[src/rtl/cache_mem_responder_if.sv]
// Read/write request bus, read-return bus and SRAM port of cache_mem_responder.
// master = requester plus SRAM model; slave = the responder.
interface cache_mem_responder_if #(
  parameter int ADDR_W = 14
);
  logic              rd_req;
  logic [2:0]        rd_type;
  logic [31:0]       rd_addr;
  logic              rd_rdy;
  logic              ret_valid;
  logic              ret_last;
  logic [31:0]       ret_data;
  logic              wr_req;
  logic [2:0]        wr_type;
  logic [31:0]       wr_addr;
  logic [3:0]        wr_wstrb;
  logic [127:0]      wr_data;
  logic              wr_rdy;
  logic              ram_en;
  logic [3:0]        ram_we;
  logic [ADDR_W-1:0] ram_addr;
  logic [31:0]       ram_wdata;
  logic [31:0]       ram_rdata;

  modport master (
    output rd_req, rd_type, rd_addr, wr_req, wr_type, wr_addr, wr_wstrb, wr_data, ram_rdata,
    input  rd_rdy, ret_valid, ret_last, ret_data, wr_rdy, ram_en, ram_we, ram_addr, ram_wdata
  );

  modport slave (
    input  rd_req, rd_type, rd_addr, wr_req, wr_type, wr_addr, wr_wstrb, wr_data, ram_rdata,
    output rd_rdy, ret_valid, ret_last, ret_data, wr_rdy, ram_en, ram_we, ram_addr, ram_wdata
  );
endinterface

[src/rtl/cache_mem_responder.sv]
// Serves single-word and 4-word line reads/writes from a synchronous single-port SRAM.
// Define RESP_RD_LATENCY_EN to insert RD_LATENCY wait cycles before the first read beat.
module cache_mem_responder #(
  parameter int ADDR_W     = 14,
  parameter int RD_LATENCY = 2
) (
  input  logic                 clk,
  input  logic                 reset,
  cache_mem_responder_if.slave bus
);

`ifdef RESP_RD_LATENCY_EN
  localparam bit LAT_EN = 1'b1;
`else
  localparam bit LAT_EN = 1'b0;
`endif
  localparam logic [15:0] WAIT_LAST = 16'(RD_LATENCY - 1);
  localparam logic [2:0]  TYPE_LINE = 3'b100;

  typedef enum logic [1:0] {IDLE, RD_WAIT, RD_BEAT, WR_BEAT} state_t;

  // Line transfers always start at word 0 of the line, whatever addr[3:2] says.
  function automatic logic [ADDR_W-1:0] word_addr(input logic [ADDR_W-1:0] w_in,
                                                  input logic              line);
    logic [ADDR_W-1:0] w;
    w = w_in;
    if (line) w[1:0] = 2'b00;
    return w;
  endfunction

  function automatic logic [2:0] beat_count(input logic line);
    return line ? 3'd4 : 3'd1;
  endfunction

  state_t            state, state_nxt;
  logic [2:0]        cnt, cnt_nxt;
  logic [15:0]       wait_cnt, wait_cnt_nxt;
  logic              ret_vld_p1, ret_last_p1;
  logic              ret_vld_nxt, ret_last_nxt;
  logic [ADDR_W-1:0] addr_q;
  logic              is_line_q;
  logic [127:0]      wdata_q;
  logic [3:0]        wstrb_q;
  logic [2:0]        beats;
  logic              idle, rd_accept, wr_accept;
  logic              ram_en, ram_en_rd;
  logic [3:0]        ram_we;
  logic              unused_addr_bits;

  assign idle      = (state == IDLE);
  assign rd_accept = idle && bus.rd_req;
  assign wr_accept = idle && !bus.rd_req && bus.wr_req;
  assign beats     = beat_count(is_line_q);

  assign unused_addr_bits = ^{bus.rd_addr[31:ADDR_W+2], bus.rd_addr[1:0],
                              bus.wr_addr[31:ADDR_W+2], bus.wr_addr[1:0]};

  // Request capture: inputs are sampled once at acceptance and then ignored.
  always_ff @(posedge clk) begin
    if (rd_accept) begin
      addr_q    <= word_addr(bus.rd_addr[ADDR_W+1:2], bus.rd_type == TYPE_LINE);
      is_line_q <= (bus.rd_type == TYPE_LINE);
    end else if (wr_accept) begin
      addr_q    <= word_addr(bus.wr_addr[ADDR_W+1:2], bus.wr_type == TYPE_LINE);
      is_line_q <= (bus.wr_type == TYPE_LINE);
      wdata_q   <= bus.wr_data;
      wstrb_q   <= bus.wr_wstrb;
    end
  end

  always_ff @(posedge clk or posedge reset) begin
    if (reset) begin
      state       <= IDLE;
      cnt         <= 3'd0;
      wait_cnt    <= 16'd0;
      ret_vld_p1  <= 1'b0;
      ret_last_p1 <= 1'b0;
    end else begin
      state       <= state_nxt;
      cnt         <= cnt_nxt;
      wait_cnt    <= wait_cnt_nxt;
      ret_vld_p1  <= ret_vld_nxt;
      ret_last_p1 <= ret_last_nxt;
    end
  end

  always_comb begin
    state_nxt    = state;
    cnt_nxt      = cnt;
    wait_cnt_nxt = wait_cnt;
    ret_vld_nxt  = 1'b0;
    ret_last_nxt = 1'b0;
    ram_en       = 1'b0;
    ram_en_rd    = 1'b0;
    ram_we       = 4'h0;
    case (state)
      IDLE: begin
        cnt_nxt      = 3'd0;
        wait_cnt_nxt = 16'd0;
        if (bus.rd_req)      state_nxt = (LAT_EN && RD_LATENCY > 0) ? RD_WAIT : RD_BEAT;
        else if (bus.wr_req) state_nxt = WR_BEAT;
      end
      RD_WAIT: begin
        wait_cnt_nxt = wait_cnt + 16'd1;
        if (wait_cnt == WAIT_LAST) state_nxt = RD_BEAT;
      end
      // Reads issue back to back; the beat returns one cycle later and the
      // FSM leaves only once the final beat is on the return bus.
      RD_BEAT: begin
        if (cnt < beats) begin
          ram_en_rd    = 1'b1;
          cnt_nxt      = cnt + 3'd1;
          ret_vld_nxt  = 1'b1;
          ret_last_nxt = (cnt == beats - 3'd1);
        end
        ram_en = ram_en_rd;
        if (ret_last_p1) state_nxt = IDLE;
      end
      WR_BEAT: begin
        ram_en  = 1'b1;
        ram_we  = is_line_q ? 4'hF : wstrb_q;
        cnt_nxt = cnt + 3'd1;
        if (cnt == beats - 3'd1) state_nxt = IDLE;
      end
      default: state_nxt = IDLE;
    endcase
  end

  assign bus.ram_en    = ram_en;
  assign bus.ram_we    = ram_we;
  assign bus.ram_addr  = addr_q | ADDR_W'(cnt[1:0]);
  assign bus.ram_wdata = wdata_q[32*cnt[1:0] +: 32];

  assign bus.rd_rdy    = idle && !reset;
  assign bus.wr_rdy    = idle && !reset && !bus.rd_req;
  assign bus.ret_valid = ret_vld_p1;
  assign bus.ret_last  = ret_last_p1;
  assign bus.ret_data  = ret_vld_p1 ? bus.ram_rdata : 32'h0;

endmodule

[src/flat_wrapper.sv]
// flat-port wrapper written by rule: the top's interface ports become plain ports
module cache_mem_responder_flat 
#(
  parameter int ADDR_W     = 14,
  parameter int RD_LATENCY = 2
)
  (clk, reset, bus_rd_req, bus_rd_type, bus_rd_addr, bus_wr_req, bus_wr_type, bus_wr_addr, bus_wr_wstrb, bus_wr_data, bus_ram_rdata, bus_rd_rdy, bus_ret_valid, bus_ret_last, bus_ret_data, bus_wr_rdy, bus_ram_en, bus_ram_we, bus_ram_addr, bus_ram_wdata);
  cache_mem_responder_if #(.ADDR_W(ADDR_W)) bus_i ();
  input  logic clk;
  input  logic reset;
  input wire logic [$bits(bus_i.rd_req)-1:0] bus_rd_req;
  input wire logic [$bits(bus_i.rd_type)-1:0] bus_rd_type;
  input wire logic [$bits(bus_i.rd_addr)-1:0] bus_rd_addr;
  input wire logic [$bits(bus_i.wr_req)-1:0] bus_wr_req;
  input wire logic [$bits(bus_i.wr_type)-1:0] bus_wr_type;
  input wire logic [$bits(bus_i.wr_addr)-1:0] bus_wr_addr;
  input wire logic [$bits(bus_i.wr_wstrb)-1:0] bus_wr_wstrb;
  input wire logic [$bits(bus_i.wr_data)-1:0] bus_wr_data;
  input wire logic [$bits(bus_i.ram_rdata)-1:0] bus_ram_rdata;
  output wire logic [$bits(bus_i.rd_rdy)-1:0] bus_rd_rdy;
  output wire logic [$bits(bus_i.ret_valid)-1:0] bus_ret_valid;
  output wire logic [$bits(bus_i.ret_last)-1:0] bus_ret_last;
  output wire logic [$bits(bus_i.ret_data)-1:0] bus_ret_data;
  output wire logic [$bits(bus_i.wr_rdy)-1:0] bus_wr_rdy;
  output wire logic [$bits(bus_i.ram_en)-1:0] bus_ram_en;
  output wire logic [$bits(bus_i.ram_we)-1:0] bus_ram_we;
  output wire logic [$bits(bus_i.ram_addr)-1:0] bus_ram_addr;
  output wire logic [$bits(bus_i.ram_wdata)-1:0] bus_ram_wdata;
  assign bus_i.rd_req = bus_rd_req;
  assign bus_i.rd_type = bus_rd_type;
  assign bus_i.rd_addr = bus_rd_addr;
  assign bus_i.wr_req = bus_wr_req;
  assign bus_i.wr_type = bus_wr_type;
  assign bus_i.wr_addr = bus_wr_addr;
  assign bus_i.wr_wstrb = bus_wr_wstrb;
  assign bus_i.wr_data = bus_wr_data;
  assign bus_i.ram_rdata = bus_ram_rdata;
  assign bus_rd_rdy = bus_i.rd_rdy;
  assign bus_ret_valid = bus_i.ret_valid;
  assign bus_ret_last = bus_i.ret_last;
  assign bus_ret_data = bus_i.ret_data;
  assign bus_wr_rdy = bus_i.wr_rdy;
  assign bus_ram_en = bus_i.ram_en;
  assign bus_ram_we = bus_i.ram_we;
  assign bus_ram_addr = bus_i.ram_addr;
  assign bus_ram_wdata = bus_i.ram_wdata;
  cache_mem_responder #(.ADDR_W(ADDR_W), .RD_LATENCY(RD_LATENCY)) u_core (.clk(clk), .reset(reset), .bus(bus_i));
endmodule
[config.mk]
export PLATFORM = sky130hd
export DESIGN_NAME = cache_mem_responder_flat
export DESIGN_NICKNAME = d
export VERILOG_FILES = /design/src/rtl/cache_mem_responder_if.sv /design/src/rtl/cache_mem_responder.sv /design/src/flat_wrapper.sv
export SDC_FILE = /design/constraint.sdc
export NUM_CORES = 1
export LEC_CHECK = 0
export ABC_AREA = 1
export CAP_MARGIN = 20
export CORE_ASPECT_RATIO = 0.6
export CORE_MARGIN = 4
export CORE_UTILIZATION = 45
export CTS_BUF_LIST = sky130_fd_sc_hd__clkbuf_16
export DETAILED_ROUTE_END_ITERATION = 8
export HOLD_SLACK_MARGIN = 0.05
export PLACE_DENSITY = 0.83
export SYNTH_ARGS = -nofsm -noshare
export SYNTH_HDL_FRONTEND = slang
export SYNTH_SLANG_ARGS = --single-unit
[constraint.sdc]
create_clock -name clk -period 8.3 [get_ports clk]
set_input_delay 1.66 -clock clk [delete_from_list [all_inputs] [get_ports clk]]
set_output_delay 1.66 -clock clk [all_outputs]
set_load 0.05 [all_outputs]
==> results by group <==
Clocking
  • Clock tree buffer depth: 2
  • CTS clock-pin slew for the worst setup and hold paths: 70 ps
  • Cts-stage hold buffer count: 0
  • # H-tree levels: 4
  • CTS Buf Count: 17
  • Resize count post-CTS: 0
  • Clock sinks: 170
  • CTS tree: done
  • Post-CTS Setup Bufs: 0
  • Clk_lat worst skew: 420 ps
  • Root Buffer Master: clkbuf_16

Setup path
  • Startpoint class of the critical path: primary input
  • Critical path class: primary input to output pin
  • Worst reg2reg path startpoint: u_core.state[1]$_DFFE_PP0P_
  • CP Max Fanout: 4
  • CP Capture Type: output pin
  • CP startpoint: bus_rd_req
  • CP arrival: 3180 ps
  • Worst Path Required: 6640 ps

Routing
  • Antenna Nets Post-Route: 0
  • First drt pass iteration count: 4
  • Initial DRC count: 432
  • Vias per cell: 4.96
  • Vias: 5775
  • Remaining DRCs: 0
  • Drt total wl: 19.7 mm
  • Drt wl/cell: 16.9 um

Timing
  • Setup_tns: 0 ps
  • Final Cycle Share: 0.583
  • Clk_skew: 19.7 ps
  • Clock period minus worst slack: 4840 ps
  • Setup WS post-layout: 3460 ps
  • RSZ-0062 raised after global routing: false
  • Normalized max-slew margin: 0.369
  • Max-slew violation count: 0
  • Worst slew pin tran: 946 ps
  • Final Hold Vio Count: 0
  • Max Clk Rate: 207 MHz
  • Setup-failing EPs final: 0

GRT
  • Total track usage: 0.211
  • Number of global-route vias before repair: 5848
  • Pin count of the biggest net entering global routing: 76
  • First-pass GRT wire length: 30.6 mm
  • Grt peak-use layer: met2
  • Initial antenna violation count: 0
  • GR Overflow Total: 0
  • Met3 layer usage reported by global route: 0.0751
  • Grt met1 use: 0.242
  • Met2 Use GR: 0.381

Cells and area
  • Fillers: 1164
  • Final #Nets: 1192
  • P&R area growth vs syn: 48.4%
  • Post-route cell area: 0.0109 mm^2
  • Antenna Cells: 0
  • Share of layout cells above drive strength 1: 0.0686

Floorplan
  • Die area: 0.0185 mm^2
  • Die X: 173 um
  • Starting Density: 0.470
  • Rows: 35
  • IO Pins: 325
  • Core area: 0.0157 mm^2
  • Die H: 107 um

Placement
  • Dpl ws: 3440 ps
  • Post-Place Cell Area: 0.0103 mm^2
  • RD Place Congestion: 0.798
  • Port Buffers: 288
  • Post-DP HPWL: 14.5 mm

Power and ir drop
  • Gate power share: 0.453
  • Pwr dens: 327 mW/mm^2
  • Int Pwr: 2020 uW
  • Power share of the sequential group: 0.315
  • Switch Pwr: 1560 uW
  • Cell leakage power: 0.00425 uW
  • Switch share: 0.436
  • Clock power frac: 0.232
  • Peak supply drop: 0.225 mV
  • Total power: 3580 uW

Yosys
  • Distinct cell type count after synthesis: 31
  • Sequential fraction of the synthesis area: 0.678
  • Synth Net Count: 920
  • Ranking of synthesized cells by area: edfxtp_1 60%, dfrtp_1 7.8%, nand2_1 6.4%, nor2_1 5.4%, o21ai_0 4.9%
  • Synth Area per Inst: 10.9 um^2
  • Synth Cell Area: 0.00736 mm^2
  • #FFs+latches synth: 170
  • Yosys warnings: 0
  • Area share of the largest cell type after synthesis: 0.600
  • Cell accounting for the most synthesized area: edfxtp_1
  • Mapped Cells: 677

Run status
  • Status: finished clean

Run
  • MaxCap Viol Count: 0

Hold path
  • Hold crit path type: flip-flop to flip-flop
  • Hold_sp: u_core.wait_cnt[5]$_DFFE_PP0P_
final cells by class:
cell class                      instances  area (um^2)  share of cell area
Sequential cell                       170         4990               0.457
Clock inverter                         15          206              0.0189
Clock buffer                           17          425              0.0389
Multi-Input combinational cell        397         1870               0.171
Timing Repair Buffer                  292         2910               0.267
Inverter                               71          272              0.0248
Tap cell                              203          254              0.0232
power groups by stage:
| stage | Sequential (uW) | Clock (uW) | Combinational [uW] |
|---|---|---|---|
| floorplan | 1130 | 0 | 1100 |
| global placement | 1140 | 0 | 1610 |
| detailed placement | 1150 | 0 | 1630 |
| CTS | 1130 | 846 | 1640 |
| global route | 1140 | 886 | 1730 |
| finish | 1130 | 830 | 1620 |
kinds of logic after synthesis:
| logic type | share of synthesized area |
|---|---|
| compound gates | 0.0928 |
| xor+xnor | 0.00119 |
| fa+ha+maj | 0.00850 |
| buf+inv | 0.0687 |
| flops | 0.678 |
| simple gates | 0.151 |
routing by layer:
metal | part of all wire | wire (um)
met5 | 0 | 0
met4 | 0.0099 | 195
met3 | 0.087 | 1720
met2 | 0.51 | 10100
met1 | 0.39 | 7710
synth_stat cells:
cell type,count
ha_1,5
nor2_2,3
clkbuf_1,16
o21ai_0,72
buf_2,3
o21bai_2,1
nand3_2,1
dfrtp_1,23
buf_6,3
inv_1,64
xnor2_1,1
nor3_1,5
buf_4,17
clkinv_1,1
a21oi_2,2
nand4_1,4
a21boi_0,1
nor2_4,5
or2_2,2
nand2_2,6
nor2_1,105
o21ai_1,3
o21ai_2,2
inv_4,1
a22o_1,2
edfxtp_1,147
o22ai_1,33
nand3_1,12
inv_2,5
nand2_1,126
a21oi_1,6
sequential cells by signal (all words and copies together), names as in the netlist:
register and cells:
u_core.wdata_q 128, u_core.wait_cnt 16, u_core.addr_q 14, u_core.wstrb_q 4
u_core.cnt 3, u_core.state 2, u_core.bus.ret_last 1, u_core.bus.ret_valid 1
u_core.is_line_q 1
per-stage QoR:
step	hold slack, ps	instances	utilization
3_5_place_dp	544	1133	0.657
4_1_cts	556	1165	0.697
5_1_grt	572	1165	0.697
3_3_place_gp	514	1133	0.657
2_1_floorplan	494	677	-
6_report	558	1165	0.697
cells in the final DEF, fill, tap and decap left out, drive strengths merged:
master,Yosys,final
a21oi,8,8
xnor2,1,1
nand3,13,13
nor2,113,113
clkbuf,16,17
clkinv,1,6
inv,70,78
or2,2,2
o21ai,77,77
clkdlybuf4s50,0,288
clkinvlp,0,1
bufinv,0,1
a22o,2,2
nand2,132,132
o21bai,1,1
nor3,5,5
nand4,4,4
edfxtp,147,147
buf,23,4
a21boi,1,1
ha,5,5
o22ai,33,33
dfrtp,23,23
worst paths after layout:
check                      slack, ps                              to  depth (start not counted)
setup / recovery                3460                      bus_wr_rdy                          3
min in group asynchronous       1810  u_core.wait_cnt[6]$_DFFE_PP0P_                          2
hold / removal                   560  u_core.wait_cnt[5]$_DFFE_PP0P_                          2
setup reg to reg                5190    u_core.wdata_q[60]$_DFFE_PP_                          6
hold reg to reg                  560  u_core.wait_cnt[5]$_DFFE_PP0P_                          2
max in group asynchronous       5880       u_core.cnt[0]$_DFFE_PP0P_                          2
worst max-delay path: stages:
cell,delay (ps)
clkdlybuf4s50_1,470
nor3_1,200
clkdlybuf4s50_1,840
Note: power is estimated with default switching activity, not from simulation.
